File: src/rtl/tone_freq_mapper.sv
// tone_freq_mapper: maps theremin samples to note frequencies using a shared
// multi-cycle restoring divider (quotient pass, then modulo pass).
// Ports: clk, rst_n (async low); tone_valid/tone_ready/tone/mode sample in;
//        freq_valid/freq registered result out; busy while converting.
// Optional: define TONE_FREQ_GLIDE_EN to slew freq by GLIDE_STEP in modes 0/1.
module tone_freq_mapper #(
    parameter int IN_W       = 16,
    parameter int OUT_W      = 32,
    parameter int DIV        = 10,
    parameter int OFFSET     = 50,
    parameter int RANGE      = 232,
    parameter int BASE_FREQ  = 294,
    parameter int MUTE_FREQ  = 20000,
    parameter int NOTE_SHIFT = 4,
    parameter int GLIDE_STEP = 32
) (
    input  logic             clk,
    input  logic             rst_n,
    input  logic             tone_valid,
    output logic             tone_ready,
    input  logic [IN_W-1:0]  tone,
    input  logic [1:0]       mode,
    output logic             freq_valid,
    output logic [OUT_W-1:0] freq,
    output logic             busy
);

    localparam int RW = IN_W + 1;
    localparam int CW = (IN_W > 1) ? $clog2(IN_W) : 1;

`ifdef TONE_FREQ_GLIDE_EN
    localparam bit GLIDE = 1'b1;
`else
    localparam bit GLIDE = 1'b0;
`endif

    // Without glide the slew limit is all-ones, so freq lands on target.
    localparam logic [OUT_W-1:0] STEP_LIM = GLIDE ? OUT_W'(GLIDE_STEP) : '1;
    localparam logic [OUT_W-1:0] BASE     = OUT_W'(BASE_FREQ);
    localparam logic [OUT_W-1:0] MUTE     = OUT_W'(MUTE_FREQ);

    typedef enum logic [1:0] {
        S_IDLE,
        S_DIVQ,
        S_DIVM,
        S_MAP
    } state_t;

    state_t            r_state;
    state_t            w_next;
    logic [CW-1:0]     r_cnt;
    logic [IN_W-1:0]   r_dvd;
    logic [RW-1:0]     r_rem;
    logic [IN_W-1:0]   r_d;
    logic [1:0]        r_mode;
    logic [OUT_W-1:0]  r_freq;
    logic              r_fv;

    logic              w_last;
    logic [RW-1:0]     w_dvs;
    logic [RW-1:0]     w_rem_sh;
    logic              w_ge;
    logic [RW-1:0]     w_rem_nx;
    logic [IN_W-1:0]   w_dvd_nx;
    logic [IN_W-1:0]   w_d;
    logic [IN_W-1:0]   w_dcl;
    logic [IN_W-1:0]   w_idx;
    logic [3:0]        w_ni;
    logic [OUT_W-1:0]  w_target;
    logic [OUT_W-1:0]  w_diff;
    logic [OUT_W-1:0]  w_freq_nx;

    function automatic logic [OUT_W-1:0] note_hz(input logic [3:0] i);
        case (i)
            4'd0:    note_hz = OUT_W'(294);
            4'd1:    note_hz = OUT_W'(330);
            4'd2:    note_hz = OUT_W'(349);
            4'd3:    note_hz = OUT_W'(392);
            4'd4:    note_hz = OUT_W'(440);
            4'd5:    note_hz = OUT_W'(494);
            4'd6:    note_hz = OUT_W'(524);
            4'd7:    note_hz = OUT_W'(588);
            4'd8:    note_hz = OUT_W'(660);
            4'd9:    note_hz = OUT_W'(698);
            4'd10:   note_hz = OUT_W'(784);
            4'd11:   note_hz = OUT_W'(880);
            4'd12:   note_hz = OUT_W'(988);
            4'd13:   note_hz = OUT_W'(1048);
            default: note_hz = OUT_W'(1176);
        endcase
    endfunction

    // ---------------- FSM: state register ----------------
    always_ff @(posedge clk or negedge rst_n) begin
        if (!rst_n) begin
            r_state <= S_IDLE;
        end else begin
            r_state <= w_next;
        end
    end

    // ---------------- FSM: next state ----------------
    always_comb begin
        w_next = r_state;
        case (r_state)
            S_IDLE:  if (tone_valid) w_next = S_DIVQ;
            S_DIVQ:  if (w_last) w_next = S_DIVM;
            S_DIVM:  if (w_last) w_next = S_MAP;
            S_MAP:   w_next = S_IDLE;
            default: w_next = S_IDLE;
        endcase
    end

    // ---------------- FSM: outputs ----------------
    always_comb begin
        tone_ready = (r_state == S_IDLE);
        busy       = (r_state != S_IDLE);
    end

    // ---------------- shared restoring divider step ----------------
    assign w_last   = (r_cnt == CW'(IN_W - 1));
    assign w_dvs    = (r_state == S_DIVM) ? RW'(RANGE) : RW'(DIV);
    assign w_rem_sh = {r_rem[IN_W-1:0], r_dvd[IN_W-1]};
    assign w_ge     = (w_rem_sh >= w_dvs);
    assign w_rem_nx = w_ge ? (w_rem_sh - w_dvs) : w_rem_sh;
    assign w_dvd_nx = {r_dvd[IN_W-2:0], w_ge};

    // On the last quotient step w_dvd_nx is the full quotient; saturate at 0.
    assign w_d = (w_dvd_nx >= IN_W'(OFFSET)) ? (w_dvd_nx - IN_W'(OFFSET))
                                             : '0;

    // ---------------- mapping ----------------
    assign w_dcl = (r_d > IN_W'(RANGE - 1)) ? IN_W'(RANGE - 1) : r_d;
    assign w_idx = w_dcl >> NOTE_SHIFT;
    assign w_ni  = (w_idx > IN_W'(14)) ? 4'd14 : w_idx[3:0];

    always_comb begin
        w_target = MUTE;
        case (r_mode)
            2'd0:    w_target = BASE + OUT_W'(r_rem);
            2'd1:    w_target = BASE + OUT_W'(w_dcl);
            2'd2:    w_target = note_hz(w_ni);
            default: w_target = MUTE;
        endcase
    end

    // Modes 0/1 slew toward target; snap and mute always jump.
    always_comb begin
        w_diff    = '0;
        w_freq_nx = w_target;
        if (!r_mode[1]) begin
            if (w_target > r_freq) begin
                w_diff    = w_target - r_freq;
                w_freq_nx = r_freq + ((w_diff > STEP_LIM) ? STEP_LIM : w_diff);
            end else begin
                w_diff    = r_freq - w_target;
                w_freq_nx = r_freq - ((w_diff > STEP_LIM) ? STEP_LIM : w_diff);
            end
        end
    end

    // ---------------- datapath registers ----------------
    always_ff @(posedge clk or negedge rst_n) begin
        if (!rst_n) begin
            r_cnt  <= '0;
            r_dvd  <= '0;
            r_rem  <= '0;
            r_d    <= '0;
            r_mode <= '0;
            r_freq <= MUTE;
            r_fv   <= 1'b0;
        end else begin
            r_fv <= 1'b0;
            case (r_state)
                S_IDLE: begin
                    if (tone_valid) begin
                        r_dvd  <= tone;
                        r_rem  <= '0;
                        r_mode <= mode;
                        r_cnt  <= '0;
                    end
                end
                S_DIVQ: begin
                    if (w_last) begin
                        // Reload divider with d for the modulo pass.
                        r_dvd <= w_d;
                        r_d   <= w_d;
                        r_rem <= '0;
                        r_cnt <= '0;
                    end else begin
                        r_dvd <= w_dvd_nx;
                        r_rem <= w_rem_nx;
                        r_cnt <= r_cnt + 1'b1;
                    end
                end
                S_DIVM: begin
                    r_dvd <= w_dvd_nx;
                    r_rem <= w_rem_nx;
                    r_cnt <= w_last ? '0 : r_cnt + 1'b1;
                end
                S_MAP: begin
                    r_freq <= w_freq_nx;
                    r_fv   <= 1'b1;
                end
                default: begin
                    r_cnt <= '0;
                end
            endcase
        end
    end

    assign freq       = r_freq;
    assign freq_valid = r_fv;

endmodule
File: config.mk
export PLATFORM = sky130hd
export DESIGN_NAME = tone_freq_mapper
export DESIGN_NICKNAME = d
export VERILOG_FILES = /design/src/rtl/tone_freq_mapper.sv
export SDC_FILE = /design/constraint.sdc
export NUM_CORES = 1
export LEC_CHECK = 0
export ABC_AREA = 1
export CAP_MARGIN = 20
export CORE_ASPECT_RATIO = 0.5
export CORE_MARGIN = 8
export CORE_UTILIZATION = 35
export CTS_CLUSTER_DIAMETER = 150
export CTS_CLUSTER_SIZE = 20
export DETAILED_ROUTE_END_ITERATION = 10
export MAX_ROUTING_LAYER = met4
export PLACE_DENSITY_LB_ADDON = 0.2
export SETUP_SLACK_MARGIN = 0.5
export SYNTH_ARGS = -nofsm -noshare
export SYNTH_HDL_FRONTEND = slang
export SYNTH_SLANG_ARGS = --single-unit
File: constraint.sdc
create_clock -name clk -period 15.4 [get_ports clk]
set_input_delay 1.54 -clock clk [delete_from_list [all_inputs] [get_ports clk]]
set_output_delay 1.54 -clock clk [all_outputs]
set_load 0.02 [all_outputs]
==> results of run 1 <==
kinds of logic after synthesis:
logic type               Yosys count  synth area share, %
multiplexers                       1               0.0903
AND/OR/NAND/NOR                  772                 30.8
buffers and inverters            331                 11.4
AO/OA/AOI/OAI                    407                 21.1
XOR/XNOR                          64                 5.22
flip-flops                        90                 20.4
adder cells (fa/ha/maj)           96                 11.0
flip-flops by register name, indices dropped and copies added, names as in the netlist:
name,count
r_state,2
freq,32
r_mode,2
r_d,16
r_rem,17
r_dvd,16
freq_valid,1
r_cnt,4
worst register-to-register path, delay by kind of cell, from the launching register on:
family	cells	cell delay, ns
XOR/XNOR	1	0.09
flip-flops	1	0.37
adder cells (fa/ha/maj)	3	0.95
AND/OR/NAND/NOR	18	2.44
buffers and inverters	7	1.48
AO/OA/AOI/OAI	11	2.65
final cells by class:
class | instances | area (sq um) | area share [%]
Clock buffer | 9 | 225 | 1.82
Inverter | 301 | 1130 | 9.12
Clock inverter | 7 | 76.3 | 0.616
Timing Repair Buffer | 60 | 586 | 4.73
Multi-Input combinational cell | 1340 | 7570 | 61.1
Tap cell | 432 | 541 | 4.36
Sequential cell | 90 | 2260 | 18.2
metal layers:
metal / vias up / part of all wire, % / track usage (%)
li1: 5899 / - / -
met1: 5385 / 48 / 27.5
met2: 243 / 46 / 33.0
met3: 43 / 3.9 / 2.54
met4: 0 / 1.9 / 4.88
met5: - / 0 / -
cells in the final DEF, fill, tap and decap left out, types with 4 or more instances in the layout:
cell             synthesis  final
nor2_2                  16     16
dfrtp_1                 85     85
clkdlybuf4s50_1          0     54
o21ai_0                146    146
a21oi_1                138    138
nand3_2                  6      6
o221ai_1                 7      7
nor4_1                   5      5
o211ai_1                35     35
clkinv_1                 4      4
nand4_1                 29     29
a31oi_1                 20     20
nor2_4                   4      5
inv_2                   15     15
a21oi_2                  4      4
nand2_2                 27     27
a22oi_1                  5      5
ha_1                    93     93
o22ai_1                 16     16
nor2_1                 172    171
dfstp_2                  5      5
nor3_1                  29     29
clkbuf_16                0      9
or2_2                   11     11
inv_1                  282    282
xor2_1                  49     49
nand2_1                365    365
buf_4                    2      6
xnor2_1                 14     14
nand3_1                 96     96
o21a_1                   8      8
final timing paths:
kind | depth (start not counted) | slack, ns | endpoint | startpoint
hold reg to reg | 2 | 0.54 | r_d[9] | r_d[9]
setup reg to reg | 40 | 7.33 | freq[11] | r_d[13]
max in group asynchronous | 2 | 13.10 | r_d[13] | rst_n
min in group asynchronous | 1 | 1.16 | freq[30] | rst_n
setup / recovery | 40 | 7.33 | freq[11] | r_d[13]
hold / removal | 2 | 0.54 | r_d[9] | r_d[9]
per-stage QoR:
| step | utilization, % | std cells | hold slack, ns | setup WS [ns] |
|---|---|---|---|---|
| after CTS | 39.4 | 2239 | 0.547 | 7.46 |
| final | 39.4 | 2239 | 0.540 | 7.33 |
| after global placement | 38.5 | 2223 | 0.525 | 7.76 |
| after detailed placement | 38.5 | 2223 | 0.529 | 7.61 |
| after floorplan | - | 1761 | 0.468 | 9.47 |
| after global routing | 39.4 | 2239 | 0.573 | 6.41 |
==> impl_results.md, run 1 <==
- Rows: 46
- Number of max-cap violations: 0
- DRT Wirelength: 38100 microns
- Startpoint class of the critical path: register
- Largest net degree at the start of global routing: 56
- Postcts setup bufs: 0
- Number of synthesized flops with an enable pin: 0
- WP buf/inv: 7
- Final setup violation count: 0
- CORE AREA: 31400 sq um
- Vias post-DR: 11570
- Max clock buf depth: 2
- Slowest-stage cell, CP: o21ai_0
- Worst EP arrival: 8.36 ns
- Initial antenna violation count: 0
- Tcrit/Tclk final: 52.4%
- Final count of pins violating max slew: 0
- Root Buffer: clkbuf_16
- TritonCTS clock tree: yes
- Ant diodes: 0
- Routed len/inst: 17.0 microns
- Final hold violation count: 0
- Final instance area: 12400 sq um
- CP top delay family: compound AO/OA/AOI/OAI gates
- CP max stage delay: 0.68 ns
- CTS sink count: 90
- Pre-Repair DR Iteration Count: 6
- Fillers: 3508
- Post-synthesis cell count: 1761
- CP endpoint kind: register
- Ys async rst share: 100%
- Cell taking the most area after synthesis: dfrtp_1
- DRT iter0 DRCs: 988
- Vias in the first global route: 10980
- HPWL Detailed: 31300 microns
- RD Place Congestion: 0.967
- Vias per cell: 5.17
- Fmax: 0.124 GHz
- Final ANT Viol Nets: 0
- Sequential area share after synthesis: 20.4%
- Starting Density: 35.3%
- Min Tclk post-route: 8.07 ns
- Io pins: 56
- Mean Syn Cell Area: 6.30 sq um
- Post-CTS Resized: 0
- Syn nets: 1878
- Flops & latches, synth: 90
- GRT Resource Usage Total: 20.6%
- Cell area after synthesis: 11100 sq um
- Synth warnings: 0
- Crit path max fanout: 23
- Cts hold-fix bufs: 0
- Port Buf Inserts: 55
- Layout cell share with drive strength beyond 1: 6.70%
- Hold crit path type: reg2reg
- Drc violations: 0
- Setup TNS: 0 ns
- Worst-Margin Slew: 1.04 ns
- Synth top area cells: dfrtp_1, nand2_1, ha_1, inv_1, o21ai_0
- Die H: 142 microns
- First-pass GRT wire length: 60700 microns
- Die X: 268 microns
- Yosys cell types: 62
- Required time of the critical path: 15.68 ns
- Worst-skew pair later-pin latency: 0.38 ns
- H-tree levels: 3
- Most frequent cells after synthesis: nand2_1, inv_1, nor2_1, o21ai_0, a21oi_1
- Most common cell on crit path: nand2_1
- Die area: 38000 sq um
- Rel. slew slack: 30.5%
- # nets final: 1919
- Worst-path clk slew: 0.08 ns
- RSZ-0062 raised after global routing: no
- Most frequent cell after synthesis: nand2_1
- Total CTS buffers: 9
- Top_reg_cell synth: dfrtp_1
- Status: complete, no violations
- Clk_skew: 0.0107 ns
- Gr ovfl total: 0
- P&R area growth vs syn: 11.7%
- Area post-placement: 12100 sq um
- Top-area cell type share of the netlist area: 19.2%
- Crit Path Category: reg2reg
Power of run 1 is left out: the tool's default activity adds up to more than one toggle a clock period on the data nets, which glitch-free logic cannot reach.
==> run 2, diff against run 1 <==
==> constraint.sdc (replaced) <==
create_clock -name clk -period 7.15 [get_ports clk]
set_input_delay 0.715 -clock clk [delete_from_list [all_inputs] [get_ports clk]]
set_output_delay 0.715 -clock clk [all_outputs]
set_load 0.02 [all_outputs]
==> run 2 against run 1 <==
- first-iteration DRC count decreased by 20%
- critical path depth is 6 higher
- largest cell class unchanged
- critical path type unchanged
- setup slack got worse by 6.4 ns
- worst hold slack got worse by 0.30 ns
- global-route usage grew 0.17 points
- maximum frequency increased by 29%
- clock skew rose by 0.011 ns
==> impl_results.md, run 2 (same netlist as run 1, synthesis figures left out) <==
- First-pass GRT wire length: 61200 microns (was 60700 microns)
- TritonCTS clock tree: yes (unchanged)
- Fillers: 3458 (was 3508)
- Cts hold-fix bufs: 0 (unchanged)
- Root Buffer: clkbuf_16 (unchanged)
- Most frequent cells in the layout: nand2_1, inv_1, nor2_1 (unchanged)
- Final instance area: 13200 sq um (was 12400 sq um)
- Flop2flop setup slack: 0.90 ns (was 7.33 ns)
- Pre-Repair DR Iteration Count: 6 (unchanged)
- Final count of pins violating max slew: 0 (unchanged)
- Fmax: 0.160 GHz (was 0.124 GHz)
- Startpoint class of the critical path: register (unchanged)
- Max clock buf depth: 2 (unchanged)
- Rel. slew slack: 34.1% (was 30.5%)
- Worst Setup EP: freq[26] (was freq[11])
- HPWL Detailed: 31800 microns (was 31300 microns)
- Vias post-DR: 11824 (was 11570)
- Ant diodes: 0 (unchanged)
- Required time of the critical path: 7.41 ns (was 15.68 ns)
- P&R area growth vs syn: 18.9% (was 11.7%)
- Crit Path Category: reg2reg (unchanged)
- Layout cell share with drive strength beyond 1: 12.8% (was 6.70%)
- # nets final: 1958 (was 1919)
- Post-place setup slack: 0.646 ns (was 7.61 ns)
- Register area: 2260 sq um (unchanged)
- Worst-skew pair later-pin latency: 0.38 ns (about the same)
- GRT Resource Usage Total: 20.8% (was 20.6%)
- DRT Wirelength: 39400 microns (was 38100 microns)
- Crit path max fanout: 9 (was 23)
- Status: complete, no violations (unchanged)
- Routed len/inst: 17.3 microns (was 17.0 microns)
- Largest net degree at the start of global routing: 68 (was 56)
- Starting Density: 35.3% (unchanged)
- R2r endpoint: freq[26] (was freq[11])
- Slowest-stage cell, CP: dfrtp_1 (was o21ai_0)
- Clk_skew: 0.0213 ns (was 0.0107 ns)
- Min Tclk post-route: 6.25 ns (was 8.07 ns)
- CP startpoint: r_d[5] (was r_d[13])
- R2R depth: 46 (was 40)
- Die H: 142 microns (unchanged)
- RD Place Congestion: 0.965 (was 0.967)
- Tcrit/Tclk final: 87.5% (was 52.4%)
- Hold crit path type: in2async (was reg2reg)
- R2R Path Start: r_d[5] (was r_d[13])
- Setup TNS: 0 ns (unchanged)
- Number of max-cap violations: 0 (unchanged)
- Port Buf Inserts: 55 (unchanged)
- Worst-Margin Slew: 0.986 ns (was 1.04 ns)
- Die X: 268 microns (unchanged)
- WHS: 0.242 ns (was 0.540 ns)
- Area post-placement: 12200 sq um (was 12100 sq um)
- CP endpoint kind: register (unchanged)
- Max FFs per register: 32 (unchanged)
- Die area: 38000 sq um (unchanged)
- Final ANT Viol Nets: 0 (unchanged)
- Vias per cell: 5.19 (was 5.17)
- H-tree levels: 3 (unchanged)
- Initial antenna violation count: 0 (unchanged)
- Worst Slack Setup Final: 0.896 ns (was 7.33 ns)
- Final setup violation count: 0 (unchanged)
- DRT iter0 DRCs: 795 (was 988)
- Drc violations: 0 (unchanged)
- Final hold violation count: 0 (unchanged)
- Gr ovfl total: 0 (unchanged)
- CORE AREA: 31400 sq um (unchanged)
- Rows: 46 (unchanged)
- Most common cell on crit path: nand2_1 (unchanged)
- Worst EP arrival: 6.51 ns (was 8.36 ns)
- Total CTS buffers: 9 (unchanged)
- CP max stage delay: 0.42 ns (was 0.68 ns)
- RSZ-0062 raised after global routing: yes (was no)
- CTS sink count: 90 (unchanged)
- Area of the multi-input gates: 8010 sq um (was 7570 sq um)
- Worst-path clk slew: 0.07 ns (was 0.08 ns)
- Vias in the first global route: 11048 (was 10980)
- Most common cell after layout, fill and taps aside: nand2_1 (unchanged)
- Io pins: 56 (unchanged)
-- run 2: area by class of cell --
cell class                 instances  share of cell area, %
multi-input combinational       1340                   60.8
sequential                        90                   17.1
inverter                         301                   8.57
timing repair buffer              99                   7.12
tap                              432                   4.10
clock buffer                      10                   1.81
clock inverter                     6                  0.493
-- run 2: worst min path at each step --
| stage | start | to | slack (ns) | cells past startpoint |
|---|---|---|---|---|
| after floorplan | rst_n | freq[0] | 0.42 | 0 |
| after global placement | freq[31] | freq[31] | 0.52 | 2 |
| after detailed placement | freq[31] | freq[31] | 0.52 | 2 |
| after CTS | rst_n | freq[29] | 0.24 | 1 |
| after global routing | rst_n | freq[29] | 0.26 | 1 |
| final | rst_n | freq[29] | 0.24 | 1 |
-- run 2: metal layers --
layer  wire length (microns)  global-route usage, %  share of wire, %
met3                    1740                   3.02               4.4
met2                   18300                   33.6                46
met5                       0                      -                 0
met1                   18400                   26.8                47
met4                     903                   6.07               2.3
-- run 2: timing repair --
action | CTS | global route
buffers inserted | 0 | 19
endpoints found under the setup margin | 0 | 26
resized for setup | 0 | 112
-- run 2: through the flow --
step                      utilization, %  instances
after floorplan                        -       1761
after global placement              38.9       2241
after detailed placement            38.9       2241
after CTS                           39.9       2257
after global routing                42.0       2278
final                               42.0       2278
-- run 2: worst max-delay path: cells and delay by family (launching register included) --
family | cells | cell delay, ns
AO/OA/AOI/OAI | 8 | 1.22
adder cells (fa/ha/maj) | 3 | 0.92
flip-flops | 1 | 0.42
AND/OR/NAND/NOR | 25 | 2.48
buffers and inverters | 10 | 1.07
Power of run 2 is left out for the same reason.
